--- src/rtl/fm_mem_pkg.sv ---
// rtl/fm_mem_pkg.sv - shared types for the feature-map memory arbiter
package fm_mem_pkg;

  localparam int DATA_BITS = 8;

  typedef enum logic [1:0] {
    OWN_NONE = 2'd0,
    OWN_CONV = 2'd1,
    OWN_FC   = 2'd2,
    OWN_HOST = 2'd3
  } owner_e;

  typedef enum logic [2:0] {
    IDLE       = 3'd0,
    GRANT_CONV = 3'd1,
    GRANT_FC   = 3'd2,
    GRANT_HOST = 3'd3,
    DRAIN      = 3'd4
  } arb_state_e;

  function automatic owner_e state_owner(arb_state_e s);
    case (s)
      GRANT_CONV: return OWN_CONV;
      GRANT_FC:   return OWN_FC;
      GRANT_HOST: return OWN_HOST;
      default:    return OWN_NONE;
    endcase
  endfunction

endpackage

--- src/rtl/fm_mem_arbiter_if.sv ---
// rtl/fm_mem_arbiter_if.sv - requester and memory port bundles of the arbiter
// Host signals exist only when MEM_ARB_HOST_PORT_EN is defined.
interface fm_mem_arbiter_if #(
  parameter int ADDRESS_BITS = 16,
  parameter int COLS_MAC     = 4,
  parameter int INPUTS_MAC   = 6
);
  localparam int DW = fm_mem_pkg::DATA_BITS;

  logic                                      conv_req;
  logic                                      conv_gnt;
  logic [COLS_MAC-1:0]                       conv_en_w;
  logic [COLS_MAC-1:0][DW-1:0]               conv_of_write;
  logic [COLS_MAC-1:0][ADDRESS_BITS-1:0]     conv_of_w_address;
  logic [INPUTS_MAC-1:0][ADDRESS_BITS-1:0]   conv_if_address;

  logic                                      fc_req;
  logic                                      fc_gnt;
  logic [COLS_MAC-1:0]                       fc_en_w;
  logic [COLS_MAC-1:0][DW-1:0]               fc_of_write;
  logic [COLS_MAC-1:0][ADDRESS_BITS-1:0]     fc_of_w_address;
  logic [INPUTS_MAC-1:0][ADDRESS_BITS-1:0]   fc_if_address;

`ifdef MEM_ARB_HOST_PORT_EN
  logic                                      host_req;
  logic                                      host_gnt;
  logic                                      host_en_w;
  logic [DW-1:0]                             host_of_write;
  logic [ADDRESS_BITS-1:0]                   host_of_w_address;
`endif

  logic [COLS_MAC-1:0]                       mem_en_w;
  logic [COLS_MAC-1:0][DW-1:0]               mem_of_write;
  logic [COLS_MAC-1:0][ADDRESS_BITS-1:0]     mem_of_w_address;
  logic [INPUTS_MAC-1:0][ADDRESS_BITS-1:0]   mem_if_address;

  modport master (
`ifdef MEM_ARB_HOST_PORT_EN
    output host_req, host_en_w, host_of_write, host_of_w_address,
    input  host_gnt,
`endif
    output conv_req, conv_en_w, conv_of_write, conv_of_w_address, conv_if_address,
    output fc_req, fc_en_w, fc_of_write, fc_of_w_address, fc_if_address,
    input  conv_gnt, fc_gnt,
    input  mem_en_w, mem_of_write, mem_of_w_address, mem_if_address
  );

  modport slave (
`ifdef MEM_ARB_HOST_PORT_EN
    input  host_req, host_en_w, host_of_write, host_of_w_address,
    output host_gnt,
`endif
    input  conv_req, conv_en_w, conv_of_write, conv_of_w_address, conv_if_address,
    input  fc_req, fc_en_w, fc_of_write, fc_of_w_address, fc_if_address,
    output conv_gnt, fc_gnt,
    output mem_en_w, mem_of_write, mem_of_w_address, mem_if_address
  );

endinterface

--- src/rtl/fm_mem_port_mux.sv ---
// rtl/fm_mem_port_mux.sv - combinational owner-to-memory bundle select
// Host lane-0 path present only with MEM_ARB_HOST_PORT_EN.
module fm_mem_port_mux
  import fm_mem_pkg::*;
#(
  parameter int ADDRESS_BITS = 16,
  parameter int COLS_MAC     = 4,
  parameter int INPUTS_MAC   = 6
) (
  input  owner_e                                    owner,
  input  logic [COLS_MAC-1:0]                       conv_en_w,
  input  logic [COLS_MAC-1:0][DATA_BITS-1:0]        conv_of_write,
  input  logic [COLS_MAC-1:0][ADDRESS_BITS-1:0]     conv_of_w_address,
  input  logic [INPUTS_MAC-1:0][ADDRESS_BITS-1:0]   conv_if_address,
  input  logic [COLS_MAC-1:0]                       fc_en_w,
  input  logic [COLS_MAC-1:0][DATA_BITS-1:0]        fc_of_write,
  input  logic [COLS_MAC-1:0][ADDRESS_BITS-1:0]     fc_of_w_address,
  input  logic [INPUTS_MAC-1:0][ADDRESS_BITS-1:0]   fc_if_address,
`ifdef MEM_ARB_HOST_PORT_EN
  input  logic                                      host_en_w,
  input  logic [DATA_BITS-1:0]                      host_of_write,
  input  logic [ADDRESS_BITS-1:0]                   host_of_w_address,
`endif
  output logic [COLS_MAC-1:0]                       mem_en_w,
  output logic [COLS_MAC-1:0][DATA_BITS-1:0]        mem_of_write,
  output logic [COLS_MAC-1:0][ADDRESS_BITS-1:0]     mem_of_w_address,
  output logic [INPUTS_MAC-1:0][ADDRESS_BITS-1:0]   mem_if_address
);

  // Unowned and draining periods present an all-zero bundle so no stray write lands.
  always_comb begin
    mem_en_w         = '0;
    mem_of_write     = '0;
    mem_of_w_address = '0;
    mem_if_address   = '0;
    case (owner)
      OWN_CONV: begin
        mem_en_w         = conv_en_w;
        mem_of_write     = conv_of_write;
        mem_of_w_address = conv_of_w_address;
        mem_if_address   = conv_if_address;
      end
      OWN_FC: begin
        mem_en_w         = fc_en_w;
        mem_of_write     = fc_of_write;
        mem_of_w_address = fc_of_w_address;
        mem_if_address   = fc_if_address;
      end
`ifdef MEM_ARB_HOST_PORT_EN
      OWN_HOST: begin
        mem_en_w[0]         = host_en_w;
        mem_of_write[0]     = host_of_write;
        mem_of_w_address[0] = host_of_w_address;
      end
`endif
      default: ;
    endcase
  end

endmodule

--- src/rtl/fm_mem_arbiter.sv ---
// rtl/fm_mem_arbiter.sv - round-robin owner arbiter for the shared feature-map memory port
// Optional host requester with strict IDLE priority under MEM_ARB_HOST_PORT_EN.
module fm_mem_arbiter
  import fm_mem_pkg::*;
#(
  parameter int ADDRESS_BITS = 16,
  parameter int COLS_MAC     = 4,
  parameter int INPUTS_MAC   = 6,
  parameter int DRAIN_CYCLES = 1
) (
  input  logic              clk,
  input  logic              rst,
  fm_mem_arbiter_if.slave   bus,
  output logic [1:0]        owner,
  output logic              busy,
  output logic              proto_err
);

  localparam logic [7:0] DRAIN_LOAD = 8'(DRAIN_CYCLES - 1);

  arb_state_e state, state_nxt;
  owner_e     last_owner, last_owner_nxt;
  owner_e     owner_q, owner_nxt;
  logic [7:0] drain_cnt, drain_cnt_nxt;
  logic       conv_gnt_q, fc_gnt_q;
  logic       stray_write;
`ifdef MEM_ARB_HOST_PORT_EN
  logic       host_gnt_q;
`endif

  always_comb begin
    state_nxt      = state;
    last_owner_nxt = last_owner;
    drain_cnt_nxt  = drain_cnt;
    case (state)
      IDLE: begin
`ifdef MEM_ARB_HOST_PORT_EN
        if (bus.host_req) begin
          state_nxt = GRANT_HOST;
        end else
`endif
        // On a tie the engine that did not own the port last time wins.
        if (bus.conv_req && (!bus.fc_req || last_owner == OWN_FC)) begin
          state_nxt      = GRANT_CONV;
          last_owner_nxt = OWN_CONV;
        end else if (bus.fc_req) begin
          state_nxt      = GRANT_FC;
          last_owner_nxt = OWN_FC;
        end
      end
      GRANT_CONV: begin
        if (!bus.conv_req) begin
          state_nxt     = DRAIN;
          drain_cnt_nxt = DRAIN_LOAD;
        end
      end
      GRANT_FC: begin
        if (!bus.fc_req) begin
          state_nxt     = DRAIN;
          drain_cnt_nxt = DRAIN_LOAD;
        end
      end
`ifdef MEM_ARB_HOST_PORT_EN
      GRANT_HOST: begin
        if (!bus.host_req) begin
          state_nxt     = DRAIN;
          drain_cnt_nxt = DRAIN_LOAD;
        end
      end
`endif
      DRAIN: begin
        if (drain_cnt == 8'd0) begin
          state_nxt = IDLE;
        end else begin
          drain_cnt_nxt = drain_cnt - 8'd1;
        end
      end
      default: state_nxt = IDLE;
    endcase
    owner_nxt = state_owner(state_nxt);
  end

  always_comb begin
    stray_write = ((|bus.conv_en_w) && !conv_gnt_q) || ((|bus.fc_en_w) && !fc_gnt_q);
`ifdef MEM_ARB_HOST_PORT_EN
    stray_write = stray_write || (bus.host_en_w && !host_gnt_q);
`endif
  end

  always_ff @(posedge clk or negedge rst) begin
    if (!rst) begin
      state      <= IDLE;
      last_owner <= OWN_FC;
      owner_q    <= OWN_NONE;
      drain_cnt  <= '0;
      conv_gnt_q <= 1'b0;
      fc_gnt_q   <= 1'b0;
      proto_err  <= 1'b0;
`ifdef MEM_ARB_HOST_PORT_EN
      host_gnt_q <= 1'b0;
`endif
    end else begin
      state      <= state_nxt;
      last_owner <= last_owner_nxt;
      owner_q    <= owner_nxt;
      drain_cnt  <= drain_cnt_nxt;
      conv_gnt_q <= (owner_nxt == OWN_CONV);
      fc_gnt_q   <= (owner_nxt == OWN_FC);
      proto_err  <= proto_err || stray_write;
`ifdef MEM_ARB_HOST_PORT_EN
      host_gnt_q <= (owner_nxt == OWN_HOST);
`endif
    end
  end

  assign bus.conv_gnt = conv_gnt_q;
  assign bus.fc_gnt   = fc_gnt_q;
`ifdef MEM_ARB_HOST_PORT_EN
  assign bus.host_gnt = host_gnt_q;
`endif
  assign owner = owner_q;
  assign busy  = (owner_q != OWN_NONE) || (state == DRAIN);

  fm_mem_port_mux #(
    .ADDRESS_BITS (ADDRESS_BITS),
    .COLS_MAC     (COLS_MAC),
    .INPUTS_MAC   (INPUTS_MAC)
  ) u_mux (
    .owner             (owner_q),
    .conv_en_w         (bus.conv_en_w),
    .conv_of_write     (bus.conv_of_write),
    .conv_of_w_address (bus.conv_of_w_address),
    .conv_if_address   (bus.conv_if_address),
    .fc_en_w           (bus.fc_en_w),
    .fc_of_write       (bus.fc_of_write),
    .fc_of_w_address   (bus.fc_of_w_address),
    .fc_if_address     (bus.fc_if_address),
`ifdef MEM_ARB_HOST_PORT_EN
    .host_en_w         (bus.host_en_w),
    .host_of_write     (bus.host_of_write),
    .host_of_w_address (bus.host_of_w_address),
`endif
    .mem_en_w          (bus.mem_en_w),
    .mem_of_write      (bus.mem_of_write),
    .mem_of_w_address  (bus.mem_of_w_address),
    .mem_if_address    (bus.mem_if_address)
  );

endmodule
--- src/flat_wrapper.sv ---
// flat-port wrapper written by rule: the top's interface ports become plain ports
module fm_mem_arbiter_flat import fm_mem_pkg::*;
#(
  parameter int ADDRESS_BITS = 16,
  parameter int COLS_MAC     = 4,
  parameter int INPUTS_MAC   = 6,
  parameter int DRAIN_CYCLES = 1
)
  (clk, rst, owner, busy, proto_err, bus_conv_req, bus_conv_en_w, bus_conv_of_write, bus_conv_of_w_address, bus_conv_if_address, bus_fc_req, bus_fc_en_w, bus_fc_of_write, bus_fc_of_w_address, bus_fc_if_address, bus_conv_gnt, bus_fc_gnt, bus_mem_en_w, bus_mem_of_write, bus_mem_of_w_address, bus_mem_if_address);
  fm_mem_arbiter_if #(.ADDRESS_BITS(ADDRESS_BITS), .COLS_MAC(COLS_MAC), .INPUTS_MAC(INPUTS_MAC)) bus_i ();
  input  logic clk;
  input  logic rst;
  output logic [1:0] owner;
  output logic busy;
  output logic proto_err;
  input wire logic [$bits(bus_i.conv_req)-1:0] bus_conv_req;
  input wire logic [$bits(bus_i.conv_en_w)-1:0] bus_conv_en_w;
  input wire logic [$bits(bus_i.conv_of_write)-1:0] bus_conv_of_write;
  input wire logic [$bits(bus_i.conv_of_w_address)-1:0] bus_conv_of_w_address;
  input wire logic [$bits(bus_i.conv_if_address)-1:0] bus_conv_if_address;
  input wire logic [$bits(bus_i.fc_req)-1:0] bus_fc_req;
  input wire logic [$bits(bus_i.fc_en_w)-1:0] bus_fc_en_w;
  input wire logic [$bits(bus_i.fc_of_write)-1:0] bus_fc_of_write;
  input wire logic [$bits(bus_i.fc_of_w_address)-1:0] bus_fc_of_w_address;
  input wire logic [$bits(bus_i.fc_if_address)-1:0] bus_fc_if_address;
  output wire logic [$bits(bus_i.conv_gnt)-1:0] bus_conv_gnt;
  output wire logic [$bits(bus_i.fc_gnt)-1:0] bus_fc_gnt;
  output wire logic [$bits(bus_i.mem_en_w)-1:0] bus_mem_en_w;
  output wire logic [$bits(bus_i.mem_of_write)-1:0] bus_mem_of_write;
  output wire logic [$bits(bus_i.mem_of_w_address)-1:0] bus_mem_of_w_address;
  output wire logic [$bits(bus_i.mem_if_address)-1:0] bus_mem_if_address;
  assign bus_i.conv_req = bus_conv_req;
  assign bus_i.conv_en_w = bus_conv_en_w;
  assign bus_i.conv_of_write = bus_conv_of_write;
  assign bus_i.conv_of_w_address = bus_conv_of_w_address;
  assign bus_i.conv_if_address = bus_conv_if_address;
  assign bus_i.fc_req = bus_fc_req;
  assign bus_i.fc_en_w = bus_fc_en_w;
  assign bus_i.fc_of_write = bus_fc_of_write;
  assign bus_i.fc_of_w_address = bus_fc_of_w_address;
  assign bus_i.fc_if_address = bus_fc_if_address;
  assign bus_conv_gnt = bus_i.conv_gnt;
  assign bus_fc_gnt = bus_i.fc_gnt;
  assign bus_mem_en_w = bus_i.mem_en_w;
  assign bus_mem_of_write = bus_i.mem_of_write;
  assign bus_mem_of_w_address = bus_i.mem_of_w_address;
  assign bus_mem_if_address = bus_i.mem_if_address;
  fm_mem_arbiter #(.ADDRESS_BITS(ADDRESS_BITS), .COLS_MAC(COLS_MAC), .INPUTS_MAC(INPUTS_MAC), .DRAIN_CYCLES(DRAIN_CYCLES)) u_core (.clk(clk), .rst(rst), .bus(bus_i), .owner(owner), .busy(busy), .proto_err(proto_err));
endmodule
--- config.mk ---
export PLATFORM = sky130hd
export DESIGN_NAME = fm_mem_arbiter_flat
export DESIGN_NICKNAME = d
export VERILOG_FILES = /design/src/rtl/fm_mem_pkg.sv /design/src/rtl/fm_mem_arbiter_if.sv /design/src/rtl/fm_mem_port_mux.sv /design/src/rtl/fm_mem_arbiter.sv /design/src/flat_wrapper.sv
export SDC_FILE = /design/constraint.sdc
export NUM_CORES = 1
export LEC_CHECK = 0
export ABC_CLOCK_PERIOD_IN_PS = 1600
export BUFFER_PORTS_ARGS = -buffer_cell sky130_fd_sc_hd__buf_2
export CORE_AREA = 4 4 229 231
export CTS_CLUSTER_SIZE = 24
export DETAILED_ROUTE_END_ITERATION = 7
export DIE_AREA = 0 0 233 235
export GPL_TIMING_DRIVEN = 0
export PLACE_DENSITY_LB_ADDON = 0.25
export SLEW_MARGIN = 20
export SYNTH_ARGS = -nofsm -noshare
export SYNTH_HDL_FRONTEND = slang
export SYNTH_SLANG_ARGS = --single-unit
--- constraint.sdc ---
create_clock -name clk -period 1.6 [get_ports clk]
set_input_delay 0.08 -clock clk [delete_from_list [all_inputs] [get_ports clk]]
set_output_delay 0.08 -clock clk [all_outputs]
set_load 0.01 [all_outputs]
==> results of run 1 <==
## kinds of logic (layout without fill, tap and decap cells)
group	Yosys count	after routing
fa+ha+maj	4	4
flops	18	18
other cells	0	1
buf+inv	74	699
xor+xnor	1	1
compound gates	210	210
mux	2	2
simple gates	242	242
## power groups by stage
stage | sequential, mW | clock, mW | combinational [mW]
floorplan | 0.743 | 0 | 5.08
global placement | 0.752 | 0 | 8.42
detailed placement | 0.757 | 0 | 8.45
CTS | 0.756 | 0.564 | 10.2
global route | 0.795 | 0.590 | 12.6
finish | 0.769 | 0.546 | 11.7
## worst min-delay path: stages
cell                      delay [ns]
sky130_fd_sc_hd__buf_2          0.09
sky130_fd_sc_hd__nor4_1         0.05
sky130_fd_sc_hd__o21ai_0        0.13
## cell type report
class	count	area, sq um
Inverter	6	25.0
Multi-Input combinational cell	459	3730
Antenna cell	1	2.50
Sequential cell	18	453
Clock buffer	4	88.8
Timing Repair Buffer	622	3400
Buffer	67	1000
Fill cell	5691	40500
Tap cell	672	841
## how the worst max path moves through the flow
stage | startpoint | to | slack [ns] | cells past startpoint
6_report | u_core.owner[1] | bus_mem_of_w_address[19] | -0.37 | 6
5_1_grt | u_core.owner[1] | bus_mem_if_address[67] | -0.44 | 8
4_1_cts | u_core.owner[0] | bus_mem_if_address[67] | -0.40 | 8
3_5_place_dp | u_core.owner[1] | bus_mem_if_address[67] | -1.38 | 6
3_3_place_gp | u_core.owner[0] | bus_mem_if_address[67] | -1.31 | 6
2_1_floorplan | u_core.owner[1] | bus_mem_if_address[19] | 0.0008 | 7
## per-layer routing
layer | up-vias | global-route usage [%] | share of wire, %
met5 | - | 0 | 0
met2 | 342 | 19.5 | 54
li1 | 3311 | - | -
met3 | 18 | 1.21 | 6.6
met4 | 0 | 0.598 | 0.81
met1 | 3335 | 11.9 | 39
## sequential cells by signal, indices dropped and copies added, names as in the netlist
| name | count |
|---|---|
| u_core.last_owner | 2 |
| u_core.proto_err | 1 |
| u_core.owner | 2 |
| u_core.state | 3 |
| u_core.bus.fc_gnt | 1 |
| u_core.drain_cnt | 8 |
| u_core.bus.conv_gnt | 1 |
## per-stage QoR
step           util [%]  power, mW  hold slack (ns)
2_1_floorplan         -       5.83           -0.216
3_3_place_gp       15.5       9.18           0.0544
6_report           19.1       13.1            0.136
4_1_cts            17.4       11.5            0.138
5_1_grt            19.0       14.0            0.169
3_5_place_dp       15.5       9.21           0.0526
## cell usage in the layout, fill, tap and decap left out, types with 2 or more instances in the layout
| cell type | count |
|---|---|
| sky130_fd_sc_hd__nor2b_2 | 16 |
| sky130_fd_sc_hd__nand2_1 | 5 |
| sky130_fd_sc_hd__buf_4 | 15 |
| sky130_fd_sc_hd__buf_8 | 15 |
| sky130_fd_sc_hd__nor3b_1 | 3 |
| sky130_fd_sc_hd__o22ai_1 | 2 |
| sky130_fd_sc_hd__nand2b_1 | 2 |
| sky130_fd_sc_hd__clkbuf_2 | 2 |
| sky130_fd_sc_hd__nor4b_1 | 3 |
| sky130_fd_sc_hd__nor3_1 | 3 |
| sky130_fd_sc_hd__buf_6 | 31 |
| sky130_fd_sc_hd__a22oi_2 | 60 |
| sky130_fd_sc_hd__inv_1 | 4 |
| sky130_fd_sc_hd__dfrtp_1 | 16 |
| sky130_fd_sc_hd__buf_12 | 4 |
| sky130_fd_sc_hd__o21ai_0 | 3 |
| sky130_fd_sc_hd__nor2b_1 | 163 |
| sky130_fd_sc_hd__nor4_1 | 5 |
| sky130_fd_sc_hd__buf_2 | 582 |
| sky130_fd_sc_hd__mux2i_1 | 2 |
| sky130_fd_sc_hd__clkbuf_8 | 8 |
| sky130_fd_sc_hd__nor2_1 | 7 |
| sky130_fd_sc_hd__clkbuf_4 | 11 |
| sky130_fd_sc_hd__clkbuf_16 | 24 |
| sky130_fd_sc_hd__nor2b_4 | 19 |
| sky130_fd_sc_hd__ha_4 | 3 |
| sky130_fd_sc_hd__o21ai_1 | 2 |
| sky130_fd_sc_hd__a22oi_1 | 136 |
| sky130_fd_sc_hd__nor4b_4 | 2 |
| sky130_fd_sc_hd__o31ai_1 | 2 |
| sky130_fd_sc_hd__nand3_1 | 7 |
## what timing repair did
item / in CTS / in global routing
hold buffers: 1 / 0
endpoints found under the setup margin: 203 / 204
resized for setup: 182 / 166
pin swaps: 1 / 15
setup buffers: 4 / 9
gates cloned: 3 / 8
endpoints found under the hold margin: 17 / 0
## cell usage after synthesis, types with 2 or more instances
cell type / instances / area [sq um]
sky130_fd_sc_hd__nand3_1: 7 / 35.0
sky130_fd_sc_hd__buf_2: 4 / 20.0
sky130_fd_sc_hd__o31ai_1: 2 / 15.0
sky130_fd_sc_hd__inv_1: 6 / 22.5
sky130_fd_sc_hd__buf_1: 5 / 18.8
sky130_fd_sc_hd__nor2_1: 8 / 30.0
sky130_fd_sc_hd__o21ai_0: 5 / 25.0
sky130_fd_sc_hd__a22oi_1: 196 / 1470
sky130_fd_sc_hd__nor3b_1: 4 / 30.0
sky130_fd_sc_hd__dfrtp_1: 17 / 425
sky130_fd_sc_hd__mux2i_1: 2 / 20.0
sky130_fd_sc_hd__nor2b_1: 198 / 1240
sky130_fd_sc_hd__nand2_1: 5 / 18.8
sky130_fd_sc_hd__nor3_1: 3 / 15.0
sky130_fd_sc_hd__nand2b_1: 2 / 12.5
sky130_fd_sc_hd__o22ai_1: 2 / 12.5
sky130_fd_sc_hd__clkbuf_1: 58 / 218
sky130_fd_sc_hd__ha_1: 4 / 50.1
sky130_fd_sc_hd__nor4b_1: 5 / 43.8
sky130_fd_sc_hd__nor4_1: 5 / 31.3
==> insert_results.sql, run 1 <==
INSERT INTO impl_metrics (metric_group, metric, value, unit) VALUES
('timing', 'setup_repair_after_global_routing_missed_its_margin', 'yes', ''),
('synthesis', 'syn_area_per_cell', '7.09', 'sq um'),
('die', 'floorplan.initialDensity', '7.80', '%'),
('placed_design', 'port_buffers', '597', ''),
('job', 'drv.max_cap_violation_count', '0', ''),
('timing', 'slew_violations', '0', ''),
('die', 'design.die.area', '0.0548', 'sq mm'),
('cts', 'clock-sinks', '18', ''),
('worst_setup_path', 'crit_required', '1.52', 'ns'),
('detailed_routing', 'avgRoutedWirePerCell', '17.5', 'um'),
('timing', 'timing.final.crit_period', '1.97', 'ns'),
('detailed_routing', 'drc_errors', '0', ''),
('detailed_routing', 'initial_detailed_routing_violation_count', '371', ''),
('cts', 'ctsRootBufferMaster', 'sky130_fd_sc_hd__clkbuf_16', ''),
('timing', 'setup_viol', '196', ''),
('timing', 'normalized_max_slew_margin', '71.3', '%'),
('min_path', 'timing.hold.worst.class', 'in2reg', ''),
('power', 'worst_ir_drop_vdd', '0.000608', 'V'),
('worst_setup_path', 'cp_slowest_stage_delay', '0.42', 'ns'),
('min_path', 'hold_depth', '3', ''),
('timing', 'postLayoutSetupSlackWorst', '-0.371', 'ns'),
('detailed_routing', 'ant_nets', '0', ''),
('detailed_routing', 'postRouteWirelength', '32300', 'um'),
('synthesis', 'synthArstFlopShare', '100', '%'),
('timing', 'timing.clock.skew', '0.00200', 'ns'),
('synthesis', 'yosys.area_share.xor_xnor', '0.224', '%'),
('placed_design', 'dp_hpwl', '26100', 'um'),
('synthesis', 'muxShareOfSynthArea', '0.513', '%'),
('placed_design', 'globalplace.congestion', '0.875', ''),
('worst_setup_path', 'crit-reg2reg-launch', 'u_core.state[0]', ''),
('power', 'seqPwrFrac', '5.9', '%'),
('worst_setup_path', 'regToRegEndpoint', 'u_core.drain_cnt[7]', ''),
('cts', 'cts_tree', 'yes', ''),
('placed_design', 'pre_cts_ws', '-1.38', 'ns'),
('final_layout', 'postLayoutCellArea', '0.00954', 'sq mm'),
('synthesis', 'synth_top_family_by_area', 'compound AO/OA/AOI/OAI gates', ''),
('min_path', 'holdPathEnd', 'u_core.proto_err', ''),
('status', 'result_of_the_run', 'finished with violations', ''),
('synthesis', 'synth.ff_latch_count', '18', ''),
('cts', 'clock_network_latency_to_the_later_pin_of_the_worst_skew_pair', '0.24', 'ns'),
('synthesis', 'synth-main-ff-cell', 'sky130_fd_sc_hd__dfrtp_1', ''),
('final_layout', 'drive_above_1_share', '68.3', '%'),
('synthesis', 'post_synth_instance_area', '0.00390', 'sq mm'),
('synthesis', 'synth_simple_gate_area_share', '38.6', '%'),
('final_layout', 'syn_to_final_growth', '144', '%'),
('final_layout', 'fin_nets', '1577', ''),
('cts', 'clkSlewWorstSetupHoldPaths', '0.05', 'ns'),
('timing', 'hold_viol', '0', ''),
('synthesis', 'number_of_flops_mapped_to_enable_cells_by_yosys', '0', ''),
('synthesis', 'synth-warning-count', '0', ''),
('grt', 'pin_count_of_the_biggest_net_entering_global_routing', '19', ''),
('status', 'failed_checks', 'negative setup slack', ''),
('worst_setup_path', 'critical_path_class', 'reg2out', ''),
('cts', 'cts-buffers-inserted', '3', ''),
('placed_design', 'place_area', '0.00777', 'sq mm'),
('power', 'cellLeakagePower', '4.43', 'nW'),
('timing', 'timing.fmax', '0.507', 'GHz'),
('detailed_routing', 'route.vias.total', '7006', ''),
('timing', 'layout_worst_path_cycle_share', '123', '%'),
('cts', 'cts-htree-levels', '1', ''),
('power', 'pwr_density_cell', '1370', 'mW/mm^2'),
('worst_setup_path', 'cp_cell_sequence', 'inv_2, ha_4, buf_6, clkbuf_8, nor2b_2, buf_2', ''),
('die', 'width_of_the_die', '233', 'um'),
('worst_setup_path', 'critical-path-slowest-cell', 'sky130_fd_sc_hd__dfrtp_1', ''),
('power', 'internal_portion_of_total_power', '7.05', 'mW'),
('grt', 'grt_usage', '9.93', '%'),
('synthesis', 'post_synth_num_cell_types', '33', ''),
('die', 'top_level_ports', '598', ''),
('worst_setup_path', 'path_delay_family', 'buffers and inverters', ''),
('worst_setup_path', 'setup.worst_path.start_class', 'flip-flop', ''),
('placed_design', 'dpl.cell_count', '1820', '');
Power figures use the tool's default switching activity.
==> inputs of run 2 (changes only) <==
--- a/config.mk
+++ b/config.mk
@@ -12,7 +12,7 @@
 export DETAILED_ROUTE_END_ITERATION = 7
 export DIE_AREA = 0 0 233 235
 export GPL_TIMING_DRIVEN = 0
-export PLACE_DENSITY_LB_ADDON = 0.25
+export PLACE_DENSITY = 0.39
 export SLEW_MARGIN = 20
 export SYNTH_ARGS = -nofsm -noshare
 export SYNTH_HDL_FRONTEND = slang
==> insert_results.sql, run 2 (synthesis gave the netlist of run 1 again) <==
INSERT INTO impl_metrics (metric_group, metric, value, unit) VALUES
('power', 'worst_ir_drop_vdd', '0.000662', 'V'),
('die', 'width_of_the_die', '233', 'um'),
('final_layout', 'mostFrequentLayoutCell', 'sky130_fd_sc_hd__buf_2', ''),
('final_layout', 'fin_nets', '1614', ''),
('timing', 'setup_viol', '196', ''),
('power', 'report.power.total', '18.5', 'mW'),
('grt', 'grt_pass1_vias', '7132', ''),
('placed_design', 'port_buffers', '597', ''),
('cts', 'clock_tree.buffer_depth', '2', ''),
('grt', 'grt_overflow_total', '0', ''),
('cts', 'clock-sinks', '18', ''),
('worst_setup_path', 'setup.worst_path.start_class', 'flip-flop', ''),
('placed_design', 'globalplace.congestion', '0.878', ''),
('detailed_routing', 'ant_nets', '0', ''),
('cts', 'clkSlewWorstSetupHoldPaths', '0.05', 'ns'),
('final_layout', 'largest_reg_by_ff_count', 'u_core.drain_cnt', ''),
('detailed_routing', 'drc_errors', '0', ''),
('final_layout', 'largest_register_ff_count', '8', ''),
('grt', 'pin_count_of_the_biggest_net_entering_global_routing', '19', ''),
('die', 'core_region', '0.0501', 'sq mm'),
('final_layout', 'post-route-util', '23.6', '%'),
('worst_setup_path', 'largest_fanout_on_the_critical_path', '8', ''),
('grt', 'antenna_found_initial', '2', ''),
('timing', 'normalized_max_slew_margin', '59.1', '%'),
('placed_design', 'place_area', '0.00777', 'sq mm'),
('final_layout', 'postLayoutCellArea', '0.0118', 'sq mm'),
('placed_design', 'pre_cts_ws', '-1.19', 'ns'),
('final_layout', 'drive_above_1_share', '79.4', '%'),
('cts', 'cts_tree', 'yes', ''),
('power', 'cellLeakagePower', '5.19', 'nW'),
('die', 'design.die.area', '0.0548', 'sq mm'),
('min_path', 'timing.hold.worst.class', 'in2reg', ''),
('timing', 'timing.fmax', '0.467', 'GHz'),
('timing', 'hold_viol', '0', ''),
('job', 'drv.max_cap_violation_count', '0', ''),
('timing', 'layout_worst_path_cycle_share', '134', '%'),
('detailed_routing', 'postRouteWirelength', '39000', 'um'),
('detailed_routing', 'drt_pre_antenna_iters', '5', ''),
('worst_setup_path', 'critical_path_class', 'reg2out', ''),
('placed_design', 'dp_hpwl', '30600', 'um'),
('power', 'pwr_density_cell', '1570', 'mW/mm^2'),
('final_layout', 'fillerInstances', '5471', ''),
('timing', 'postLayoutSetupSlackWorst', '-0.542', 'ns'),
('final_layout', 'final_cell_mix', 'sky130_fd_sc_hd__buf_2 (477), sky130_fd_sc_hd__buf_6 (138), sky130_fd_sc_hd__nor2b_4 (120)', ''),
('detailed_routing', 'route.vias.total', '7418', ''),
('cts', 'cts-htree-levels', '1', ''),
('timing', 'timing.clock.skew', '0.00126', 'ns'),
('timing', 'timing.final.crit_period', '2.14', 'ns'),
('die', 'top_level_ports', '598', ''),
('cts', 'clock_network_latency_to_the_later_pin_of_the_worst_skew_pair', '0.25', 'ns'),
('timing', 'timing_worst_slew_pin_value', '0.613', 'ns'),
('worst_setup_path', 'crit_required', '1.52', 'ns'),
('timing', 'slew_violations', '0', ''),
('final_layout', 'syn_to_final_growth', '202', '%'),
('final_layout', 'top_regs', 'u_core.drain_cnt: 8 flops, u_core.state: 3 flops', ''),
('cts', 'ctsRootBufferMaster', 'sky130_fd_sc_hd__clkbuf_16', ''),
('die', 'floorplan.initialDensity', '7.80', '%'),
('timing', 'tns', '-74.25', 'ns'),
('grt', 'wire_length_of_the_first_global_routing_pass', '47800', 'um'),
('die', 'die_height', '235', 'um'),
('status', 'result_of_the_run', 'finished with violations', ''),
('worst_setup_path', 'critPathCaptureType', 'primary output', ''),
('status', 'failed_checks', 'negative setup slack', ''),
('final_layout', 'final-instance-count-excl-fill', '1887', ''),
('die', 'fp-row-count', '82', ''),
('placed_design', 'dpl.cell_count', '1820', ''),
('cts', 'cts-buffers-inserted', '3', ''),
('timing', 'whs', '0.134', 'ns'),
('timing', 'setup_repair_after_global_routing_missed_its_margin', 'yes', ''),
('detailed_routing', 'route.detailed.vias_per_inst', '3.93', ''),
('detailed_routing', 'avgRoutedWirePerCell', '20.7', 'um'),
('worst_setup_path', 'arrival', '2.06', 'ns'),
('detailed_routing', 'initial_detailed_routing_violation_count', '333', ''),
('grt', 'grt_usage', '11.5', '%');
[run 2: cell count changes in the layout (fill, tap and decap cells not counted), moves of 34 or more]
cell and delta:
sky130_fd_sc_hd__buf_6 +107, sky130_fd_sc_hd__buf_2 -105, sky130_fd_sc_hd__nor2b_4 +101, sky130_fd_sc_hd__nor2b_1 -88, sky130_fd_sc_hd__a22oi_1 -34, sky130_fd_sc_hd__a22oi_2 +34
[run 2: worst max-delay path, cell delays in order (launching register included)]
cell	delay, ns
sky130_fd_sc_hd__dfrtp_2	0.40
sky130_fd_sc_hd__inv_2	0.06
sky130_fd_sc_hd__buf_4	0.14
sky130_fd_sc_hd__ha_4	0.30
sky130_fd_sc_hd__buf_12	0.17
sky130_fd_sc_hd__clkbuf_16	0.20
sky130_fd_sc_hd__clkbuf_16	0.15
sky130_fd_sc_hd__nor2b_4	0.23
sky130_fd_sc_hd__buf_6	0.13
[run 2: layer usage]
layer / up-vias / track usage (%) / routed length (um)
met2: 354 / 21.3 / 20100
met3: 34 / 2.56 / 2810
li1: 3387 / - / -
met4: 4 / 1.79 / 703
met5: - / 0 / 27
met1: 3639 / 13.7 / 15400
[run 2: path summary, 6_finish.rpt]
check                            startpoint                     end  slack [ns]  depth (start not counted)
min reg2reg                u_core.proto_err        u_core.proto_err        0.48                          2
max reg2reg                 u_core.state[0]     u_core.drain_cnt[7]        0.08                          5
max in group asynchronous               rst    u_core.last_owner[1]        0.93                          2
min                        bus_conv_en_w[1]        u_core.proto_err        0.13                          3
max                         u_core.owner[1]  bus_mem_if_address[87]       -0.54                          8
min in group asynchronous               rst         u_core.owner[0]        0.32                          2
[run 2: area by class of cell]
type / instances / area, sq um / area share, %
diodes: 2 / 5.00 / 0.0424
plain buffers: 63 / 952 / 8.06
clock buffers: 4 / 78.8 / 0.667
inverters: 6 / 22.5 / 0.191
multi-input cells: 459 / 4630 / 39.2
flip-flops and latches: 18 / 454 / 3.84
well taps: 672 / 841 / 7.12
repair buffers: 663 / 4830 / 40.9
[run 2: where the power goes]
part           leakage (nW)  switching, mW  internal (mW)  total, mW
logic                  4.92           7.49           9.77       17.3
registers             0.226          0.145          0.621      0.766
clock network        0.0382          0.169          0.338      0.507
total                  5.19           7.80           10.7       18.5
[run 2: repair_timing]
| item | 4_1_cts | 5_1_grt |
|---|---|---|
| gates cloned | 4 | 30 |
| pin swaps | 6 | 16 |
| hold endpoints to repair | 17 | 0 |
| resized for setup | 248 | 436 |
| hold buffers | 1 | 0 |
| endpoints found under the setup margin | 203 | 205 |
| setup buffers | 8 | 25 |
